File: src/rtl/bram_arbiter_pkg.sv
// Shared BRAM geometry, response tag type and the byte-parity encoder used by
// the instruction BRAM arbiter.
package bram_arbiter_pkg;

  localparam int BRAM_ADDR_WIDTH  = 11;
  localparam int BRAM_READ_WIDTH  = 18;
  localparam int BRAM_WRITE_WIDTH = 36;
  localparam int BRAM_WE_WIDTH    = 4;

  // Wide enough for up to 256 requesters; the arbiter zero-extends its index.
  localparam int TAG_ID_WIDTH = 8;

  typedef struct packed {
    logic                    valid;
    logic [TAG_ID_WIDTH-1:0] id;
  } resp_tag_t;

  // Each byte is stored as {parity, byte}, byte 0 in the low nine bits.
  function automatic logic [BRAM_WRITE_WIDTH-1:0] parity_encode32(input logic [31:0] data);
    logic [BRAM_WRITE_WIDTH-1:0] word;
    word = '0;
    for (int b = 0; b < 4; b++) begin
      word[b*9 +: 9] = {^data[b*8 +: 8], data[b*8 +: 8]};
    end
    return word;
  endfunction

endpackage

File: src/rtl/bram_arbiter_rr.sv
// Round-robin arbiter: searches from ptr_i upward with wrap and returns the
// one-hot grant, its index and the pointer to use after this cycle.
module rr_arbiter #(
  parameter int N = 2
) (
  input  logic [N-1:0]         req_i,
  input  logic [$clog2(N)-1:0] ptr_i,
  input  logic                 advance_i,
  output logic [N-1:0]         grant_o,
  output logic [$clog2(N)-1:0] grant_idx_o,
  output logic [$clog2(N)-1:0] ptr_next_o
);

  localparam int IW = $clog2(N);
  localparam int SW = IW + 1;

  logic          found;
  logic [SW-1:0] sum;
  logic [IW-1:0] cand;

  // One extra bit on the candidate sum lets the wrap work for any N.
  always_comb begin
    grant_o     = '0;
    grant_idx_o = '0;
    found       = 1'b0;
    sum         = '0;
    cand        = '0;
    for (int k = 0; k < N; k++) begin
      sum = {1'b0, ptr_i} + SW'(k);
      if (sum >= SW'(N)) begin
        sum = sum - SW'(N);
      end
      cand = sum[IW-1:0];
      if (!found && req_i[cand]) begin
        found         = 1'b1;
        grant_o[cand] = 1'b1;
        grant_idx_o   = cand;
      end
    end
  end

  always_comb begin
    ptr_next_o = ptr_i;
    if (advance_i && found) begin
      if (grant_idx_o == IW'(N - 1)) begin
        ptr_next_o = '0;
      end else begin
        ptr_next_o = grant_idx_o + IW'(1);
      end
    end
  end

endmodule

File: src/rtl/bram_arbiter.sv
// Shares the single-port parity-protected instruction BRAM between N_REQ
// requesters; registers one grant per cycle and returns reads in order.
module bram_arbiter
  import bram_arbiter_pkg::*;
#(
  parameter int N_REQ       = 2,
  parameter int ADDR_WIDTH  = BRAM_ADDR_WIDTH,
  parameter int READ_WIDTH  = BRAM_READ_WIDTH,
  parameter int WRITE_WIDTH = BRAM_WRITE_WIDTH,
  parameter int WE_WIDTH    = BRAM_WE_WIDTH
) (
  input  logic                        clk,
  input  logic                        reset,
  input  logic [N_REQ-1:0]            req_valid,
  output logic [N_REQ-1:0]            req_ready,
  input  logic [N_REQ-1:0]            req_we,
  input  logic [N_REQ*ADDR_WIDTH-1:0] req_addr,
  input  logic [N_REQ*32-1:0]         req_wdata,
  output logic [N_REQ-1:0]            resp_valid,
  output logic [15:0]                 resp_data,
  output logic [1:0]                  resp_perr,
  output logic [15:0]                 perr_count,
  output logic [ADDR_WIDTH-1:0]       bram_addr,
  output logic [WRITE_WIDTH-1:0]      bram_in,
  output logic [WE_WIDTH-1:0]         bram_we,
  output logic                        bram_valid,
  input  logic [READ_WIDTH-1:0]       bram_out
);

  localparam int IW = $clog2(N_REQ);

  logic [N_REQ-1:0] grant;
  logic [IW-1:0]    grant_idx;
  logic [IW-1:0]    ptr_q, ptr_d;
  logic             handshake;
  logic             sel_we;

  logic [ADDR_WIDTH-1:0]  bram_addr_q, bram_addr_d;
  logic [WRITE_WIDTH-1:0] bram_in_q, bram_in_d;
  logic [WE_WIDTH-1:0]    bram_we_q, bram_we_d;
  logic                   bram_valid_q, bram_valid_d;

  resp_tag_t   tag1_q, tag1_d, tag2_q;
  logic [15:0] perr_count_q, perr_count_d;

  // A grant exists whenever anything is valid, so that alone is the handshake.
  assign handshake = reset && (|req_valid);
  assign req_ready = reset ? grant : '0;
  assign sel_we    = req_we[grant_idx];

  rr_arbiter #(
    .N(N_REQ)
  ) u_rr (
    .req_i      (req_valid),
    .ptr_i      (ptr_q),
    .advance_i  (handshake),
    .grant_o    (grant),
    .grant_idx_o(grant_idx),
    .ptr_next_o (ptr_d)
  );

  always_comb begin
    bram_addr_d  = bram_addr_q;
    bram_in_d    = bram_in_q;
    bram_we_d    = '0;
    bram_valid_d = 1'b0;
    tag1_d       = '0;
    if (handshake) begin
      bram_addr_d  = req_addr[grant_idx*ADDR_WIDTH +: ADDR_WIDTH];
      bram_valid_d = 1'b1;
      if (sel_we) begin
        bram_we_d = '1;
        bram_in_d = WRITE_WIDTH'(parity_encode32(req_wdata[grant_idx*32 +: 32]));
      end else begin
        bram_in_d    = '0;
        tag1_d.valid = 1'b1;
        tag1_d.id    = TAG_ID_WIDTH'(grant_idx);
      end
    end
  end

  always_ff @(posedge clk) begin
    if (!reset) begin
      ptr_q        <= '0;
      bram_addr_q  <= '0;
      bram_in_q    <= '0;
      bram_we_q    <= '0;
      bram_valid_q <= 1'b0;
      tag1_q       <= '0;
      tag2_q       <= '0;
      perr_count_q <= '0;
    end else begin
      ptr_q        <= ptr_d;
      bram_addr_q  <= bram_addr_d;
      bram_in_q    <= bram_in_d;
      bram_we_q    <= bram_we_d;
      bram_valid_q <= bram_valid_d;
      tag1_q       <= tag1_d;
      tag2_q       <= tag1_q;
      perr_count_q <= perr_count_d;
    end
  end

  assign bram_addr  = bram_addr_q;
  assign bram_in    = bram_in_q;
  assign bram_we    = bram_we_q;
  assign bram_valid = bram_valid_q;

  // Stage-2 tag lines up with the BRAM read data, one cycle after the port.
  always_comb begin
    resp_valid = '0;
    for (int i = 0; i < N_REQ; i++) begin
      if (tag2_q.valid && (tag2_q.id == TAG_ID_WIDTH'(i))) begin
        resp_valid[i] = 1'b1;
      end
    end
  end

  assign resp_data    = {bram_out[16:9], bram_out[7:0]};
  assign resp_perr[1] = ^bram_out[17:9];
  assign resp_perr[0] = ^bram_out[8:0];

  always_comb begin
    perr_count_d = perr_count_q;
    if (tag2_q.valid && (|resp_perr) && (perr_count_q != 16'hFFFF)) begin
      perr_count_d = perr_count_q + 16'd1;
    end
  end

  assign perr_count = perr_count_q;

endmodule

File: config.mk
export PLATFORM = sky130hd
export DESIGN_NAME = bram_arbiter
export DESIGN_NICKNAME = d
export VERILOG_FILES = /design/src/rtl/bram_arbiter_pkg.sv /design/src/rtl/bram_arbiter_rr.sv /design/src/rtl/bram_arbiter.sv
export SDC_FILE = /design/constraint.sdc
export NUM_CORES = 1
export LEC_CHECK = 0
export BUFFER_PORTS_ARGS = -buffer_cell sky130_fd_sc_hd__buf_4
export CAP_MARGIN = 20
export CORE_AREA = 2 2 71 124
export DETAILED_ROUTE_END_ITERATION = 7
export DIE_AREA = 0 0 73 126
export PLACE_DENSITY = 0.82
export SETUP_SLACK_MARGIN = 0.1
export SLEW_MARGIN = 20
export SYNTH_ARGS = -nofsm -noshare
export SYNTH_HDL_FRONTEND = slang
export SYNTH_SLANG_ARGS = --single-unit
File: constraint.sdc
create_clock -name clk -period 3.67 [get_ports clk]
set_clock_uncertainty 0.2 [all_clocks]
set_input_delay 0.1835 -clock clk [delete_from_list [all_inputs] [get_ports clk]]
set_output_delay 0.1835 -clock clk [all_outputs]
set_load 0.01 [all_outputs]
* Word-level counts from Yosys, hierarchy flattened
Index checks and enable logic that the tools add are counted. W data, S select, Z words.
Storage, ports and cells: flip-flop bits (word level) 87, logic and storage cells 78
Cells by class: mux-type cells 26, bitwise logic cells 3, $add $sub $neg 5, eq/ne operators 2, reduce and logical (&&, ||, !) cells 21, magnitude comparators 7, shift-type cells 2, $mul 1
Operator list (count):
- $shiftx A64 B7 Y32 | 1
- $mux W36 | 1
- $reduce_xor A8 Y1 | 4
- $shiftx A22 B6 Y11 | 1
- $mux W1 | 18
- $reduce_xor A9 Y1 | 2
- $add A16 B1 Y16 const B | 1
- $ne A16 B16 Y1 const B | 1
- $logic_and A1 B1 Y1 | 9
- $mux W9 | 1
- $eq A8 B1 Y1 const B | 1
- $logic_not A8 Y1 | 1
- $lt A1 B2 Y1 const B | 3
- $mux W2 | 3
- $mul A1 B4 Y5 const B | 1
- $mux W4 | 1
- $reduce_or A2 Y1 | 2
- $reduce_or A3 Y1 | 1
- $add A1 B1 Y2 const B | 1
- $demux W1 S1 | 2
- $ge A1 B1 Y1 const B | 2
- $ge A1 B2 Y1 const B | 1
- $ge A2 B2 Y1 const B | 1
- $not A1 Y1 | 2
- 5 further kinds | 6

* Depth between registers and ports, before layout
Gate-level depths: netlist of the first run.
depth in word-level cells 11, depth in mapped cells 8, depth with buffers taken out 7

* Modules after synthesis
From an unflattened synthesis of the first run, not the netlist that was laid out.
Second synthesis, totals: cells, all modules 446, area, all modules 3970.1 um^2
Modules (own cells, without submodules):
- bram_arbiter | area each 3932.5 um^2, instances 1, seq. area each 1401.3 um^2, cells each 440
- rr_arbiter | area each 37.5 um^2, instances 1, seq. area each 0.0 um^2, cells each 6

* Worst setup path after synthesis of the first run
No wires, ideal clock.
path kind input -> register, start point input bram_out[11], end point register perr_count_q[6], in the netlist perr_count[6], stages 6, path buffers 0, arrival time 1.793 ns, library setup time 0.070 ns, path slack 1.606 ns, cells stage by stage xnor2_1 > xnor3_2 > xnor2_4 > o21ai_2 > or4_1 > a21oi_1
On the way: longest elaborated chain between the ends 4
RTL lines:
- start: declaration | line bram_arbiter.sv:27 | input logic [READ_WIDTH-1:0] bram_out
- $reduce_xor A9 Y1 | line bram_arbiter.sv:120 | assign resp_perr[1] = ^bram_out[17:9];
- net resp_perr[1] | line bram_arbiter.sv:21 | output logic [1:0] resp_perr,
- $reduce_or A2 Y1 | line bram_arbiter.sv:125 | if (tag2_q.valid && (|resp_perr) && (perr_count_q != 16'hFFFF)) begin
- $logic_and A1 B1 Y1 (2 in a row) | line bram_arbiter.sv:125
- end signal: assignment | line bram_arbiter.sv:100 | perr_count_q <= perr_count_d;
- end: declaration | line bram_arbiter.sv:44 | logic [15:0] perr_count_q, perr_count_d;
The timed path passes the listed nets, and every way through them passes these cells. A chain may end at the register's enable or synchronous reset.

* Final worst setup path of the first run
start point register ptr_q, end point register bram_addr_q[0], in the netlist bram_addr[0]
On the way: longest elaborated chain between the ends 10
RTL lines:
- start: declaration | line bram_arbiter.sv:34 | logic [IW-1:0] ptr_q, ptr_d;
- start signal: assignment | line bram_arbiter.sv:93 | ptr_q <= ptr_d;
- $ge A1 B2 Y1 / $sub A1 B1 Y1 (equally long branches) | line bram_arbiter_rr.sv:30, bram_arbiter_rr.sv:31
- $mux W1 | line bram_arbiter_rr.sv:30 | if (sum >= SW'(N)) begin
- $mux W1 (not written as such) (2 in a row) | line bram_arbiter_rr.sv:34 | if (!found && req_i[cand]) begin
- $mux W1 | line bram_arbiter_rr.sv:34
- $logic_not A1 Y1 | line bram_arbiter_rr.sv:34
- $logic_and A1 B1 Y1 | line bram_arbiter_rr.sv:34
- $mux W1 * | line bram_arbiter_rr.sv:34
- $mul A1 B4 Y5 * | line bram_arbiter.sv:69 | bram_addr_d = req_addr[grant_idx*ADDR_WIDTH +: ADDR_WIDTH];
- $shiftx A22 B6 Y11 * | line bram_arbiter.sv:69
- end signal: assignment | line bram_arbiter.sv:94 | bram_addr_q <= bram_addr_d;
- end: declaration | line bram_arbiter.sv:38 | logic [ADDR_WIDTH-1:0] bram_addr_q, bram_addr_d;
Every way passes the cells marked *; elsewhere a longest branch is shown, timed or not. The select of a mux whose other input is x is not followed.

==> results by group, run 1 <==
Run status
  • Outcome: finished, final reports clean

Floorplan
  • Starting Density: 0.493
  • Die Ht: 126 um
  • Core area: approximately 8200 um2
  • Die area: ~9200 um2
  • # rows: 44
  • I/O pins: 200
  • Die Width: 73 um

Yosys
  • Largest area contributor in the netlist: dfxtp_1
  • Simple-gate share of the synthesized area: 0.192
  • Dominant cells by area after synthesis: dfxtp_1 35%, xnor2_1 12%, mux2i_1 8.4%, and2_1 5.7%, nand2_1 5.7%
  • Syn avg cell area: 8.63 um2
  • Xor/xnor share of the synthesized area: 0.176
  • Multiplexer share of the synthesized area: 0.0841
  • Combinational family with the most area after synthesis: simple AND/OR/NAND/NOR gates
  • Synth Cell Area: ~4000 um2
  • Register area share after synthesis: 0.346
  • Complex-gate fraction of the synthesized area: 0.131
  • Synth top area share: 0.346
  • Synth Register Bits: 70
  • Syn Nets: 580
  • Yosys cell types: 39
  • Warnings, synthesis: 0
  • Syn Inst Count: 469
  • Post-Synth Adder-Cell Area: 0.00309

Worst setup path
  • Arrival @ worst endpoint: approximately 2.9 ns
  • Maximum fanout along the worst path: 53
  • Req. time, crit path: 3.75 ns
  • Crit path capture type: flop
  • FF-to-FF Start: ptr_q
  • Crit. path cell count: 6
  • Critical path's slowest cell: buf_4
  • Critical path startpoint: ptr_q
  • Setup crit end: bram_addr[0]
  • CP cell instances: nand2b_1 > nand2_2 > buf_4 > nand2_1 > a311oi_1 > dlygate4sd3_1
  • Worst Reg-to-Reg Cells: 6
  • R2R setup slack: just over 0.8 ns
  • Peak per-stage delay on the critical path: 0.62 ns
  • Cell family with most CP delay: buffers and inverters
  • R2r endpoint: bram_addr[0]
  • CP Buf/Inv Count: 2
  • Crit Path Class: reg2reg
  • Type of origin of the critical path: flop

Power and ir drop
  • Pwr dens: 388 nW/um2
  • Leakage: 2.71 nW
  • Worst VDD drop: 0.000306 V

GRT
  • Total GRT Usage: 0.254
  • Vias in the first global route: 4,083
  • Largest net degree at the start of global routing: 54
  • First-pass GRT wire length: between 15,000 and 20,000 um
  • Initial antenna violation count: 0
  • Grt ovf: 0

CTS
  • Post-CTS Setup Bufs: 0
  • CTS H-tree depth: 3
  • Clk_lat worst skew: 0.33 ns
  • Root buffer cell: clkbuf_16
  • Clock Path Buffers: 2
  • CTS tree: built
  • Clk pin slew, worst setup/hold paths: 0.06 ns
  • TritonCTS sink count: 70
  • Num CTS Buffers: 9
  • CTS-repair resized insts: 0

Drt
  • Antenna Nets Post-Route: 0
  • Drt pass-1 iters: 7
  • Drt initial violations: 204
  • Vias/cell: between 5 and 6
  • Post-detailed-route wirelength per cell: 15.4 um
  • # DRC: 0
  • Vias: 4,144
  • Routed wire length: 11,600 um

Timing
  • Final setup TNS: 0 ns
  • Setup violations, final: 0
  • Final WS setup: 0.816 ns
  • RSZ-0062 raised after global routing: no
  • Fmax: 350 MHz
  • Period utilization: 0.778
  • Final Hold Viols: 0
  • Worst Tran Pin Value: 0.764 ns
  • Slew headroom: 0.491
  • Slew Viols, Final: 0
  • Final critical-path required period: between 2 and 3 ns

Place
  • IO buf count: between 150 and 200
  • Pre-CTS setup slack: 1.19 ns
  • Final Wtd Congestion: 0.847
  • Post-DP Area: 5430 um2
  • Hpwl dp: slightly below 9000 um

Cells and area
  • Diodes inserted: 0
  • Post-layout util: 0.731
  • Ratio of cells with drive above 1 in the final layout: 0.350
  • Layout fillers: 641
  • Final Net Count: 771
  • Area grow syn2layout: 48.2%
  • Final Cell Area: ~6000 um2

Min path
  • Hold Path Class: in2reg

Flow run
  • Max cap viols: 0
[cell families (layout without fill, tap and decap cells)]
group                      Yosys count  count (layout)
AOI/OAI and AO/OA                   85              85
xor gates and xnor gates            71              71
adders and majority gates            1               1
buffers and inverters               52             248
DFF                                 70              70
muxes                               34              34
and+or+nand+nor                    156             156
[worst min-delay path: stages]
cell and delay, ns:
buf_4 0.09, mux2i_1 0.06, o21ai_1 0.10, and2_1 0.11
[state kept, by name (all words and copies together) (netlist names)]
signal,flops
bram_valid,1
bram_we,1
bram_in,36
bram_addr,11
tag1_q,2
perr_count,16
ptr_q,1
tag2_q,2
[final cells by class]
class	instances	area, um2	area share
Tap cell	92	115	0.0192
Clock buffer	9	225	0.0376
Timing Repair Buffer	226	1760	0.293
Multi-Input combinational cell	347	2370	0.396
Sequential cell	70	1400	0.234
Inverter	6	22.5	0.00376
Clock inverter	7	97.6	0.0163
[how the worst min path moves through the flow]
stage | end | depth (start not counted) | slack [ns] | start
after detailed placement | tag1_q[0] | 2 | 0.17 | req_we[1]
after global routing | bram_in[31] | 4 | 0.05 | req_wdata[60]
after global placement | tag1_q[0] | 2 | 0.16 | req_we[1]
after floorplan | tag1_q[0] | 1 | 0.06 | req_we[1]
after CTS | bram_in[10] | 4 | 0.03 | req_wdata[41]
final | bram_in[10] | 4 | 0.04 | req_wdata[41]
[power by group]
group,switching [mW],leakage [nW],internal (mW)
sequential,0.0182,0.571,0.791
combinational,0.263,1.98,0.322
clock,0.333,0.152,0.596
total,0.614,2.71,1.71
[Yosys cell counts]
master     n
a311oi_1  11
clkbuf_1  24
or2_1      2
o311a_1    1
o311ai_1   2
buf_1      2
o211ai_1   4
nor3_1     3
or3_1      4
or3b_1     1
xor2_1     7
a21oi_1   17
mux2i_1   34
o211ai_2   1
nor4_2     1
xnor2_4    2
o41ai_1    3
o21ai_0    4
o21ai_1   35
buf_4     19
nor2_1    17
nand2b_1   4
xnor2_2    3
o21ai_2    2
o31ai_1    5
nand2_1   61
nand4_1    2
ha_1       1
buf_6      1
and2_1    37
xnor3_2    2
or4_1      7
nand3_1   15
xnor2_1   57
inv_1      4
nor2b_1    1
nor3b_1    1
dfxtp_1   70
inv_2      2
[metrics by stage]
step | cells | total power [mW] | hold slack [ns]
2_1_floorplan | 469 | 1.16 | 0.0628
6_report | 757 | 2.32 | 0.0401
4_1_cts | 757 | 2.34 | 0.0329
3_5_place_dp | 717 | 1.39 | 0.165
3_3_place_gp | 717 | 1.37 | 0.162
5_1_grt | 757 | 2.43 | 0.0535
[routing by layer]
layer	global-route usage	routed length (um)	vias up
met2	0.457	6460	203
met1	0.256	3950	1939
met4	0.134	425	0
met3	0.0672	817	36
li1	-	-	1966
met5	0	0	-
[cell usage in the layout (no fill, tap or decap), drive strengths merged, types with 3 or more instances in the layout]
cell         instances
o31ai                5
buf                202
dfxtp               70
a311oi              11
inv                  7
dlygate4sd3         24
xor2                 7
mux2i               34
o41ai                3
nand2b               4
nor3                 3
and2                37
o211ai               5
or4                  7
nand3               15
nand2               61
clkbuf               9
o21ai               41
nor2                17
xnor2               62
a21oi               17
or3                  4
[what timing repair did]
| action | in CTS | in global routing |
|---|---|---|
| hold endpoints to repair | 13 | 0 |
| setup endpoints to repair | 0 | 0 |
| hold buffers | 24 | 0 |
Note: power is estimated with default switching activity, not from simulation.
==> run 2: changes to the inputs <==
- CORE_AREA: 2 2 71 124 -> 2 2 78 135
- DIE_AREA: 0 0 73 126 -> 0 0 80 137
- PLACE_DENSITY: 0.82 -> 0.72
- clock period: 3.67 -> 2.5 ns (I/O delays scaled with it)
==> run 2 against run 1 <==
Count of clock-buffer cells in the layout grew 3. Highest routed layer unchanged. First-iteration DRC count down 14%. Total power up 49%. Non-clock buffer count grew 39. Setup slack worse by 0.59 ns. Sequential share of layout area is 1.5 points lower. Die area up 19%. Worst hold slack worse by 0.032 ns. Critical path depth increased by 3. Via count increased by 1.4%. Sequential cell count is the same. Largest power group unchanged. Clock power up 46%.
==> results by group, run 2 (same netlist as run 1, synthesis figures left out) <==
Run status
  • Outcome: finished, final reports clean

Floorplan
  • Die area: 11,000 um2 (+19%)
  • Core area: 9850 um2 (+20%)
  • Die Ht: 137 um (+8.7%)
  • # rows: 48 (+9.1%)
  • Die Width: 80 um (+9.6%)
  • I/O pins: 200 (unchanged)
  • Starting Density: 0.411 (-0.0824)

Power and ir drop
  • Worst VDD drop: 0.000404 V (+32%)
  • Pwr dens: 540 nW/um2 (+39%)
  • Leakage: 2.88 nW (+6.4%)
  • Total power: 3.47 mW (+49%)

GRT
  • Grt ovf: 0 (unchanged)
  • Total GRT Usage: 0.227 (-0.0273)
  • Largest net degree at the start of global routing: 41 (-24%)
  • First-pass GRT wire length: 19,700 um (+6.3%)
  • Vias in the first global route: 4,288 (+5.0%)
  • Initial antenna violation count: 0 (unchanged)

Worst setup path
  • Critical path startpoint: req_valid[0]
  • CP cell instances: dlygate4sd3_1 > buf_4 > nand2b_1 > nand2_2 > buf_4 > mux2i_1 > dlygate4sd3_1 > o21ai_1 > and2_1
  • Type of origin of the critical path: input port
  • Critical path's slowest cell: dlygate4sd3_1
  • Crit path capture type: flop
  • Peak per-stage delay on the critical path: 0.57 ns (-0.05 ns)
  • Maximum fanout along the worst path: 17 (-68%)
  • Crit Path Class: in2reg
  • FF-to-FF Start: ptr_q
  • Arrival @ worst endpoint: 2.29 ns (-0.65 ns)
  • Req. time, crit path: 2.52 ns (-1.23 ns)
  • R2r endpoint: bram_in[7]
  • Worst Reg-to-Reg Cells: 7 (+1)
  • R2R setup slack: 0.29 ns (-0.53 ns)

Flow run
  • Max cap viols: 0 (unchanged)

Cells and area
  • Commonest cells after routing, fill and taps aside: 205 x buf_4, 70 x dfxtp_1, 60 x nand2_1
  • Final Net Count: 810 (+5.1%)
  • Ratio of cells with drive above 1 in the final layout: 0.335 (-0.0151)
  • Area grow syn2layout: 58.7%
  • Max FFs per register: 36 (unchanged)
  • Layout fillers: 833 (+30%)
  • Leading cell type in the layout, fill and taps excluded: buf_4

CTS
  • Clock Path Buffers: 2 (unchanged)
  • CTS tree: built
  • CTS H-tree depth: 3 (unchanged)
  • Clk pin slew, worst setup/hold paths: 0.06 ns (about the same)
  • TritonCTS sink count: 70 (unchanged)
  • Clk_lat worst skew: 0.32 ns (about the same)
  • Root buffer cell: clkbuf_16
  • Num CTS Buffers: 9 (unchanged)

Drt
  • Post-detailed-route wirelength per cell: 15.2 um (-1.4%)
  • Drt pass-1 iters: 5 (-2)
  • Routed wire length: 12,600 um (+8.1%)
  • Drt initial violations: 175 (-14%)
  • Vias/cell: 5.06 (-7.5%)
  • # DRC: 0 (unchanged)
  • Antenna Nets Post-Route: 0 (unchanged)
  • Vias: 4,202 (+1.4%)

Min path
  • Worst Hold End: bram_in[3]
  • Hold Path Class: in2reg
  • Min-Delay Path Depth: 4 (unchanged)
  • Hold Path Origin: req_wdata[3]

Timing
  • Period utilization: 0.910
  • Slew headroom: 0.685 (+0.194)
  • Setup violations, final: 0 (unchanged)
  • RSZ-0062 raised after global routing: yes
  • Final Hold Viols: 0 (unchanged)
  • Final setup TNS: 0 ns (unchanged)
  • Fmax: around 440 MHz
  • Worst Tran Pin Value: 0.472 ns (-0.292 ns)
  • WHS: 0.00788 ns (-0.0322 ns)
  • Final critical-path required period: 2.27 ns
  • Slew Viols, Final: 0 (unchanged)

Place
  • Final Wtd Congestion: 0.827 (-2.4%)
  • Hpwl dp: 8740 um (+1.2%)
  • IO buf count: 199 (unchanged)
-- run 2: changes by cell type in the layout (fill, tap and decap cells not counted), sizes merged --
cell	change
dlygate4sd3	+35
buf	+4
clkbuf	+3
clkinvlp	-2
diode	+1
inv	-1
-- run 2: critical path, delay by kind of cell --
family / cells / cell delay, ns
AOI/OAI and AO/OA: 1 / 0.05
muxes: 1 / 0.22
buffers and inverters: 4 / 1.53
and+or+nand+nor: 3 / 0.37
-- run 2: worst max-delay path by stage --
| stage | end | cells after the start |
|---|---|---|
| after floorplan | bram_in[10] | 8 |
| after global placement | perr_count[6] | 7 |
| after detailed placement | perr_count[6] | 7 |
| after CTS | bram_addr[9] | 8 |
| after global routing | bram_in[0] | 9 |
| final | bram_in[7] | 9 |
-- run 2: final cells by class --
| type | instances | area [um2] | area share |
|---|---|---|---|
| Inverter | 6 | 22.5 | 0.00351 |
| Clock inverter | 4 | 70.1 | 0.0109 |
| Clock buffer | 12 | 246 | 0.0384 |
| Multi-Input combinational cell | 347 | 2370 | 0.370 |
| Antenna cell | 1 | 2.50 | 0.000390 |
| Sequential cell | 70 | 1400 | 0.218 |
| Timing Repair Buffer | 265 | 2140 | 0.334 |
| Tap cell | 125 | 156 | 0.0244 |
-- run 2: per-layer routing --
metal / track usage / wire (um) / vias up
li1: - / - / 2045
met5: 0 / 0 / -
met3: 0.0488 / 724 / 33
met1: 0.221 / 4290 / 1960
met4: 0.0989 / 367 / 0
met2: 0.442 / 7210 / 164
-- run 2: timing repair --
item                                   4_1_cts  5_1_grt
endpoints found under the hold margin       34        0
buffers inserted                             0        0
setup endpoints to repair                    0       11
resized for setup                            0        4
hold buffers                                59        0
-- run 2: metrics by stage --
stage	area (um2)	util	setup slack [ns]	cells
2_1_floorplan	4050	-	0.460	469
3_3_place_gp	5500	0.559	0.265	754
3_5_place_dp	5500	0.559	0.213	754
4_1_cts	6410	0.651	0.169	829
5_1_grt	6420	0.651	0.0986	829
6_report	6420	0.652	0.226	830
-- run 2: report_power, final --
group	switching [mW]	leakage (nW)	internal, mW	total (mW)
clock network	0.458	0.157	0.898	1.36
registers	0.0265	0.571	1.16	1.19
logic	0.405	2.15	0.517	0.922
total	0.889	2.88	2.58	3.47
